### src/rtl/hazard_ctrl_pkg.sv
// Shared definitions for the pipeline hazard controller: stage indices,
// multi-cycle unit FSM states and counter width.
// Optional build macro used by this slice: HAZARD_FAST_MUL_EN.
package defs;

   // Stage index into the stalls/flushes vectors
   typedef enum logic [2:0] {
      F = 3'd0,
      D = 3'd1,
      E = 3'd2,
      M = 3'd3,
      W = 3'd4
   } stage_t;

   typedef enum logic {
      IDLE = 1'b0,
      BUSY = 1'b1
   } mdu_state_t;

   localparam int unsigned MDU_CNT_W = 6;

   // Initial counter value for an op: occupancy minus the start cycle
   function automatic logic [MDU_CNT_W-1:0] mdu_cnt_init(
      input logic        is_div,
      input int unsigned mul_cycles,
      input int unsigned div_cycles
   );
      int unsigned lat;
      lat = is_div ? div_cycles : mul_cycles;
      return MDU_CNT_W'(lat - 1);
   endfunction

endpackage

### src/rtl/hazard_ctrl_mdu_seq.sv
// Multi-cycle RV32M sequencer: holds the M instruction in E for its
// latency, then pulses done once memory is ready.
// With HAZARD_FAST_MUL_EN defined, multiplies complete in the start cycle.
import defs::*;

module mdu_seq #(
   parameter int unsigned MUL_CYCLES = 4,
   parameter int unsigned DIV_CYCLES = 33
) (
   input  logic       clk,
   input  logic       rst_n,
   input  logic       e_m,
   input  logic [2:0] e_func3,
   input  logic       redirect,
   input  logic       mem_wait,
   output logic       busy,
   output logic       mdu_start,
   output logic       mdu_done
);

   mdu_state_t           state, state_d;
   logic [MDU_CNT_W-1:0] cnt, cnt_d;
   logic                 is_div;
   logic                 fast;
   logic                 abort;
   logic                 unused_func3;

   assign is_div       = e_func3[2];
   assign unused_func3 = ^e_func3[1:0];
   // A redirect discards the M instruction sitting in E
   assign abort        = redirect & e_m;

`ifdef HAZARD_FAST_MUL_EN
   assign fast = ~is_div;
`else
   assign fast = 1'b0;
`endif

   // State and counter register
   always_ff @(posedge clk or negedge rst_n) begin
      if (!rst_n) begin
         state <= IDLE;
         cnt   <= '0;
      end else begin
         state <= state_d;
         cnt   <= cnt_d;
      end
   end

   // Next state: count down while busy, leave only when memory is ready
   always_comb begin
      state_d = state;
      cnt_d   = cnt;
      unique case (state)
         IDLE: begin
            if (e_m && !redirect && !fast) begin
               state_d = BUSY;
               cnt_d   = mdu_cnt_init(is_div, MUL_CYCLES, DIV_CYCLES);
            end
         end
         BUSY: begin
            if (abort) begin
               state_d = IDLE;
               cnt_d   = '0;
            end else if (cnt != '0) begin
               cnt_d = cnt - 1'b1;
            end else if (!mem_wait) begin
               state_d = IDLE;
            end
         end
         default: begin
            state_d = IDLE;
            cnt_d   = '0;
         end
      endcase
   end

   // Outputs: busy covers the start cycle plus cnt cycles, done follows
   always_comb begin
      busy      = 1'b0;
      mdu_start = 1'b0;
      mdu_done  = 1'b0;
      unique case (state)
         IDLE: begin
            if (e_m && !redirect) begin
               mdu_start = 1'b1;
               if (fast) mdu_done = 1'b1;
               else      busy     = 1'b1;
            end
         end
         BUSY: begin
            if (!abort) begin
               if (cnt != '0)     busy     = 1'b1;
               else if (!mem_wait) mdu_done = 1'b1;
            end
         end
         default: ;
      endcase
   end

endmodule

### src/rtl/hazard_ctrl.sv
// Pipeline hazard controller for the five-stage RV32IM core: merges
// redirect, memory wait, M-unit busy and load-use into per-stage
// stall/flush vectors. Build macro HAZARD_FAST_MUL_EN selects
// single-cycle multiplies inside mdu_seq.
import defs::*;

module hazard_ctrl #(
   parameter int unsigned MUL_CYCLES = 4,
   parameter int unsigned DIV_CYCLES = 33
) (
   input  logic       clk,
   input  logic       rst_n,
   input  logic [4:0] d_rs1,
   input  logic [4:0] d_rs2,
   input  logic [4:0] e_rd,
   input  logic       e_l,
   input  logic       e_m,
   input  logic [2:0] e_func3,
   input  logic       redirect,
   input  logic       mem_wait,
   output logic [4:0] stalls,
   output logic [4:0] flushes,
   output logic       mdu_start,
   output logic       mdu_done
);

   logic busy;
   logic load_use;

   mdu_seq #(
      .MUL_CYCLES (MUL_CYCLES),
      .DIV_CYCLES (DIV_CYCLES)
   ) u_mdu_seq (
      .clk       (clk),
      .rst_n     (rst_n),
      .e_m       (e_m),
      .e_func3   (e_func3),
      .redirect  (redirect),
      .mem_wait  (mem_wait),
      .busy      (busy),
      .mdu_start (mdu_start),
      .mdu_done  (mdu_done)
   );

   assign load_use = e_l && (e_rd != '0) && ((e_rd == d_rs1) || (e_rd == d_rs2));

   // Priority merge: redirect alone; else memory wait OR M-busy; else load-use
   always_comb begin
      stalls  = '0;
      flushes = '0;
      if (redirect) begin
         flushes[F] = 1'b1;
         flushes[D] = 1'b1;
      end else begin
         if (mem_wait) begin
            stalls[F]  = 1'b1;
            stalls[D]  = 1'b1;
            stalls[E]  = 1'b1;
            stalls[M]  = 1'b1;
            flushes[M] = 1'b1;
         end
         if (busy) begin
            stalls[F]  = 1'b1;
            stalls[D]  = 1'b1;
            flushes[E] = 1'b1;
         end
         if (!mem_wait && !busy && load_use) begin
            stalls[F]  = 1'b1;
            flushes[D] = 1'b1;
         end
      end
   end

endmodule

### config.mk
export PLATFORM = sky130hd
export DESIGN_NAME = hazard_ctrl
export DESIGN_NICKNAME = d
export VERILOG_FILES = /design/src/rtl/hazard_ctrl_pkg.sv /design/src/rtl/hazard_ctrl_mdu_seq.sv /design/src/rtl/hazard_ctrl.sv
export SDC_FILE = /design/constraint.sdc
export NUM_CORES = 1
export LEC_CHECK = 0
export ABC_AREA = 1
export CAP_MARGIN = 20
export CORE_MARGIN = 2
export CORE_UTILIZATION = 25
export CTS_CLUSTER_SIZE = 30
export DETAILED_ROUTE_END_ITERATION = 16
export PLACE_DENSITY = 0.5
export SLEW_MARGIN = 5
export SYNTH_ARGS = -nofsm -noshare
export SYNTH_HDL_FRONTEND = slang
export SYNTH_SLANG_ARGS = --single-unit
### constraint.sdc
create_clock -name clk -period 3.1 [get_ports clk]
set_clock_uncertainty 0.2 [all_clocks]
set_input_delay 0.62 -clock clk [delete_from_list [all_inputs] [get_ports clk]]
set_output_delay 0.62 -clock clk [all_outputs]
set_load 0.03 [all_outputs]
Yosys cells after proc, flatten, opt, wreduce, memory -nomap -nowiden
Index checks and enable logic that the tools add are counted.
- register bits: 7
- bits of input ports: 24
- output and inout port bits: 12
- word-level logic and storage cells: 49
- $add $sub $neg: 2
- equal/unequal tests: 4
- muxes and demuxes: 27
- bitwise operators: 2
- reductions and logical operators: 12
- operators by type and width (cell ; number):
    2-to-1 mux 6 bit ; 4
    2-to-1 mux 1 bit ; 15
    case mux 6 bit (2 select lines) ; 1
    subtractor 6 x 1 -> 6 bit, second input constant ; 2
    equality test 5 bit ; 2
    2-to-1 mux 4 bit ; 2
    case mux 1 bit (2 select lines) ; 3
    nonzero test 6 bit ; 1
    logical AND 1 bit ; 5
    nonzero test 5 bit ; 1
    2-to-1 mux 2 bit ; 2
    logical NOT 1 bit ; 3
    inequality test 3 bit, second input constant ; 1
    inequality test 2 x 1 -> 1 bit, second input constant ; 1
    AND reduction 2 bit ; 1
    AND 1 bit ; 1
    logical OR 1 bit ; 1
    inverter 1 bit ; 1

Depth between registers and ports, before layout
- depth after elaboration: 9
- gate-level depth with buffers: 8
- mapped depth without buffers: 8

Cells and area by module
A second synthesis with hierarchy kept.
- cells, all modules: 135
- area, all modules: 780.7 µm²
- by module, submodules not included (module ; instances ; cells an instance ; area each (µm²) ; sequential area each (µm²)):
    mdu_seq ; 1 ; 68 ; 491.7 ; 175.2
    hazard_ctrl ; 1 ; 67 ; 289.0 ; 0.0

Worst setup path before layout
Ideal clock, no wire load.
- path kind: in2out
- from: input port redirect
- to: output port stalls[0]
- arrival: 1.916 ns
- path slack: 0.364 ns
- cell stages on the path: 5
- buffers on the path: 0
- cells stage by stage: nor3_2 -> inv_2 -> a21oi_2 -> nor2_2 -> nand2_1
- word-level cells in the longest chain between the ends: 9
- elaborated cells between the ends (all ways): 12
- those cells by class: mux (6); bitwise (1); reduce/logical (5)
- RTL lines (what ; RTL line ; text):
    from (decl) ; hazard_ctrl.sv:19 ; input logic redirect,
    logical NOT 1 bit ; hazard_ctrl_mdu_seq.sv:85 ; if (e_m && !redirect) begin
    logical AND 1 bit ; hazard_ctrl_mdu_seq.sv:85 ;
    2-to-1 mux 1 bit ; hazard_ctrl_mdu_seq.sv:85 ;
    case mux 1 bit (2 select lines) ; hazard_ctrl_mdu_seq.sv:83 ; unique case (state)
    logical NOT 1 bit ; hazard_ctrl.sv:67 ; if (!mem_wait && !busy && load_use) begin
    logical AND 1 bit (2 in a row) ; hazard_ctrl.sv:67 ;
    2-to-1 mux 1 bit ; hazard_ctrl.sv:67 ;
    2-to-1 mux 4 bit * ; hazard_ctrl.sv:51 ; if (redirect) begin
    to (decl) ; hazard_ctrl.sv:21 ; output logic [4:0] stalls,
Every way passes the cells marked *; elsewhere a longest branch is shown, timed or not.

Worst setup path in the final report
- from: input port e_m
- to: output port mdu_start
- word-level cells in the longest chain between the ends: 3
- RTL lines (what ; RTL line ; text):
    from (decl) ; hazard_ctrl.sv:17 ; input logic e_m,
    logical AND 1 bit ; hazard_ctrl_mdu_seq.sv:85 ;
    2-to-1 mux 1 bit ; hazard_ctrl_mdu_seq.sv:85 ;
    2-to-1 mux 1 bit ; hazard_ctrl_mdu_seq.sv:83 ;
    to (decl) ; hazard_ctrl.sv:23 ; output logic mdu_start,
Every way passes these cells.

==> impl_metrics.tcl <==
set metrics [dict create \
    dr.pass1.iters 4 \
    post_route_cells_drive_above_1_share 0.226 \
    ys_warn_count 0 \
    timing.final.crit_period_ns 2.90 \
    rsz0062_at_grt "no" \
    drv_slew 0 \
    timing.rr.start "u_mdu_seq.cnt[0]$_DFFE_PN0P_" \
    cts.sinks 7 \
    ir_drop_uv 128 \
    fp.dieArea_um2 3910 \
    fp.dieW_um 62.5 \
    r2r_end "u_mdu_seq.cnt[5]$_DFFE_PN0P_" \
    synth_top_family_by_area "simple AND/OR/NAND/NOR gates" \
    path_buf_inv 3 \
    cp-start-kind "input port" \
    ant_nets 0 \
    num_antenna_cells 0 \
    numCtsBuffers 3 \
    ys_ff_latch 7 \
    min_from "u_mdu_seq.cnt[1]$_DFFE_PN0P_" \
    n_fill_cell 382 \
    route.detailed.drc 0 \
    grt_pass1_vias 863 \
    place_congestion 0.745 \
    drtIter0Drc 32 \
    drt-vias-per-instance 4.13 \
    worstPathArrival_ns 2.08 \
    worstSetupStartpoint "e_m" \
    worstPathMaxFanout 2 \
    fmax_ghz 0.345 \
    dr_total_vias 883 \
    worstHoldPathType "reg -> reg" \
    fin_crit_sh 0.934 \
    hpwl_mm 1.77 \
    initial_core_util 0.259 \
    htreeDepth 1 \
    io_buffers 31 \
    run_status "finished, final reports clean" \
    final_nets 195 \
    register_area_um2 175 \
    synth-simple-area-share 0.444 \
    worstRegToRegCells 6 \
    power_density_nw_per_um2 611 \
    cp-end-kind "output port" \
    final_hold_viol_count 0 \
    r2r_slack_ns 1.43 \
    cts_max_path_buffers 2 \
    cp_cell_sequence "clkdlybuf4s50_1 -> inv_1 -> nor3_2 -> clkdlybuf4s50_1" \
    worstSetupPathType "in -> out" \
    most-common-layout-cells "nand2_1 (34), clkdlybuf4s50_1 (25), inv_1 (19), nor2_1 (16), nand3_1 (10)" \
    setup_tns_ns 0 \
    whs_endpoint "u_mdu_seq.cnt[1]$_DFFE_PN0P_" \
    overflow 0 \
    drv_cap 0 \
    final_common_cell "nand2_1" \
    antenna_found_initial 0 \
    totalWireLength_mm 2.04 \
    setup_violations 0 \
    core_area_um2 3310 \
    yosysSeqAreaShare 0.205 \
    clk_pin_slew_worst_paths_ns 0.05 \
    fp.dieH_um 62.5 \
    required_ns 2.28 \
    netlist_instances 136 \
    wl_per_cell_um 9.53 \
    grt_max_degree 12 \
    syn_area_per_cell_um2 6.29 \
    hold_depth 2 \
    multi_input_area_um2 526 \
    cpLargestDelayFamily "buffers and inverters" \
    utilization 0.363 \
    synth_xor_area_frac 0.0205 \
    grt_pass1_wl_mm 3.61 \
    critPathMostFrequentCell "clkdlybuf4s50_1" \
    synth_cell_type_count 26 \
    ios 36 \
    syn_area_um2 856 \
    place_ws_ns 0.0878 \
    synth-adder-area-share 0.0292 \
    clk_latency_ns 0.26 \
    finalWorstSetupSlack_ns 0.205 \
    syn2layout_area_growth_pct 40.4 \
    rows 21 \
    synth_compound_area_frac 0.111 \
    synth_mux_area_frac 0 \
    clock-root-buffer "clkbuf_4" \
    hold_buffers 0 \
    cts_tree "yes" \
    leakagePower_uw 0.000620 \
    grt_use_total 0.114 \
    fin_total_pwr_uw 733 \
    critPathMaxStageDelay_ns 0.72 \
    crit_slowest_cell "clkdlybuf4s50_1" \
]
[cells in the mapped netlist (all sizes together)]
cell,instances,area [um^2]
nand3,11,67.6
ha,2,25.0
nand4,4,25.0
a21oi,1,8.76
o22ai,2,12.5
dfrtp,7,175
o21a,1,15.0
nand2,42,183
nor2,19,83.8
conb,1,3.75
o21ai,8,58.8
xnor2,2,17.5
inv,27,101
nor3,2,15.0
buf,6,57.6
or2,1,6.26
[per-stage QoR]
stage                     instances  area, um^2  hold WS [ns]
after detailed placement        210        1170         0.355
after CTS                       214        1200         0.369
after floorplan                 137         860         0.124
after global routing            214        1200         0.416
after global placement          210        1170         0.343
final                           214        1200         0.360
[routing by layer]
layer / share of wire / GRT usage
met5: 0 / 0
met4: 0.0054 / 0.0500
met3: 0.018 / 0.0162
met2: 0.52 / 0.200
met1: 0.45 / 0.137
[cell families (layout without fill, tap and decap cells)]
| logic type | count (synthesis) | count (layout) |
|---|---|---|
| flip-flops | 7 | 7 |
| buffers and inverters | 33 | 64 |
| AO/OA/AOI/OAI | 12 | 12 |
| other | 1 | 2 |
| adder cells (fa/ha/maj) | 2 | 2 |
| XOR/XNOR | 2 | 2 |
| AND/OR/NAND/NOR | 79 | 79 |
[final cells by class]
type,count,share of cell area
multi-input cells,97,0.438
repair buffers,33,0.263
flip-flops and latches,7,0.146
inverters,27,0.0844
well taps,46,0.0479
clock buffers,4,0.0219
[how the worst max path moves through the flow]
| stage | slack, ns | endpoint | cells after the start |
|---|---|---|---|
| finish | 0.20 | mdu_start | 4 |
| CTS | 0.08 | flushes[1] | 11 |
| floorplan | 0.36 | stalls[0] | 5 |
| global route | 0.1 | mdu_start | 4 |
| global placement | 0.09 | flushes[1] | 11 |
| detailed placement | 0.09 | flushes[1] | 11 |
[state kept, by name (all words and copies together) (netlist names)]
signal           flops
u_mdu_seq.state      1
u_mdu_seq.cnt        6
[power by group]
part | total, uW | internal, uW | switching [uW]
Sequential | 168 | 129 | 38.6
Combinational | 480 | 190 | 290
Clock | 85.6 | 49.3 | 36.3
[tightest hold or removal path: cells and delay by family, from the launching register on]
family	cells	cell delay, ns
flops	1	0.33
compound gates	1	0.12
buf+inv	1	0.07
[repair_timing]
item | in CTS | in global routing
buffers inserted | 0 | 0
setup endpoints to repair | 0 | 1
gates resized for setup | 0 | 1
Note: power is estimated with default switching activity, not from simulation.
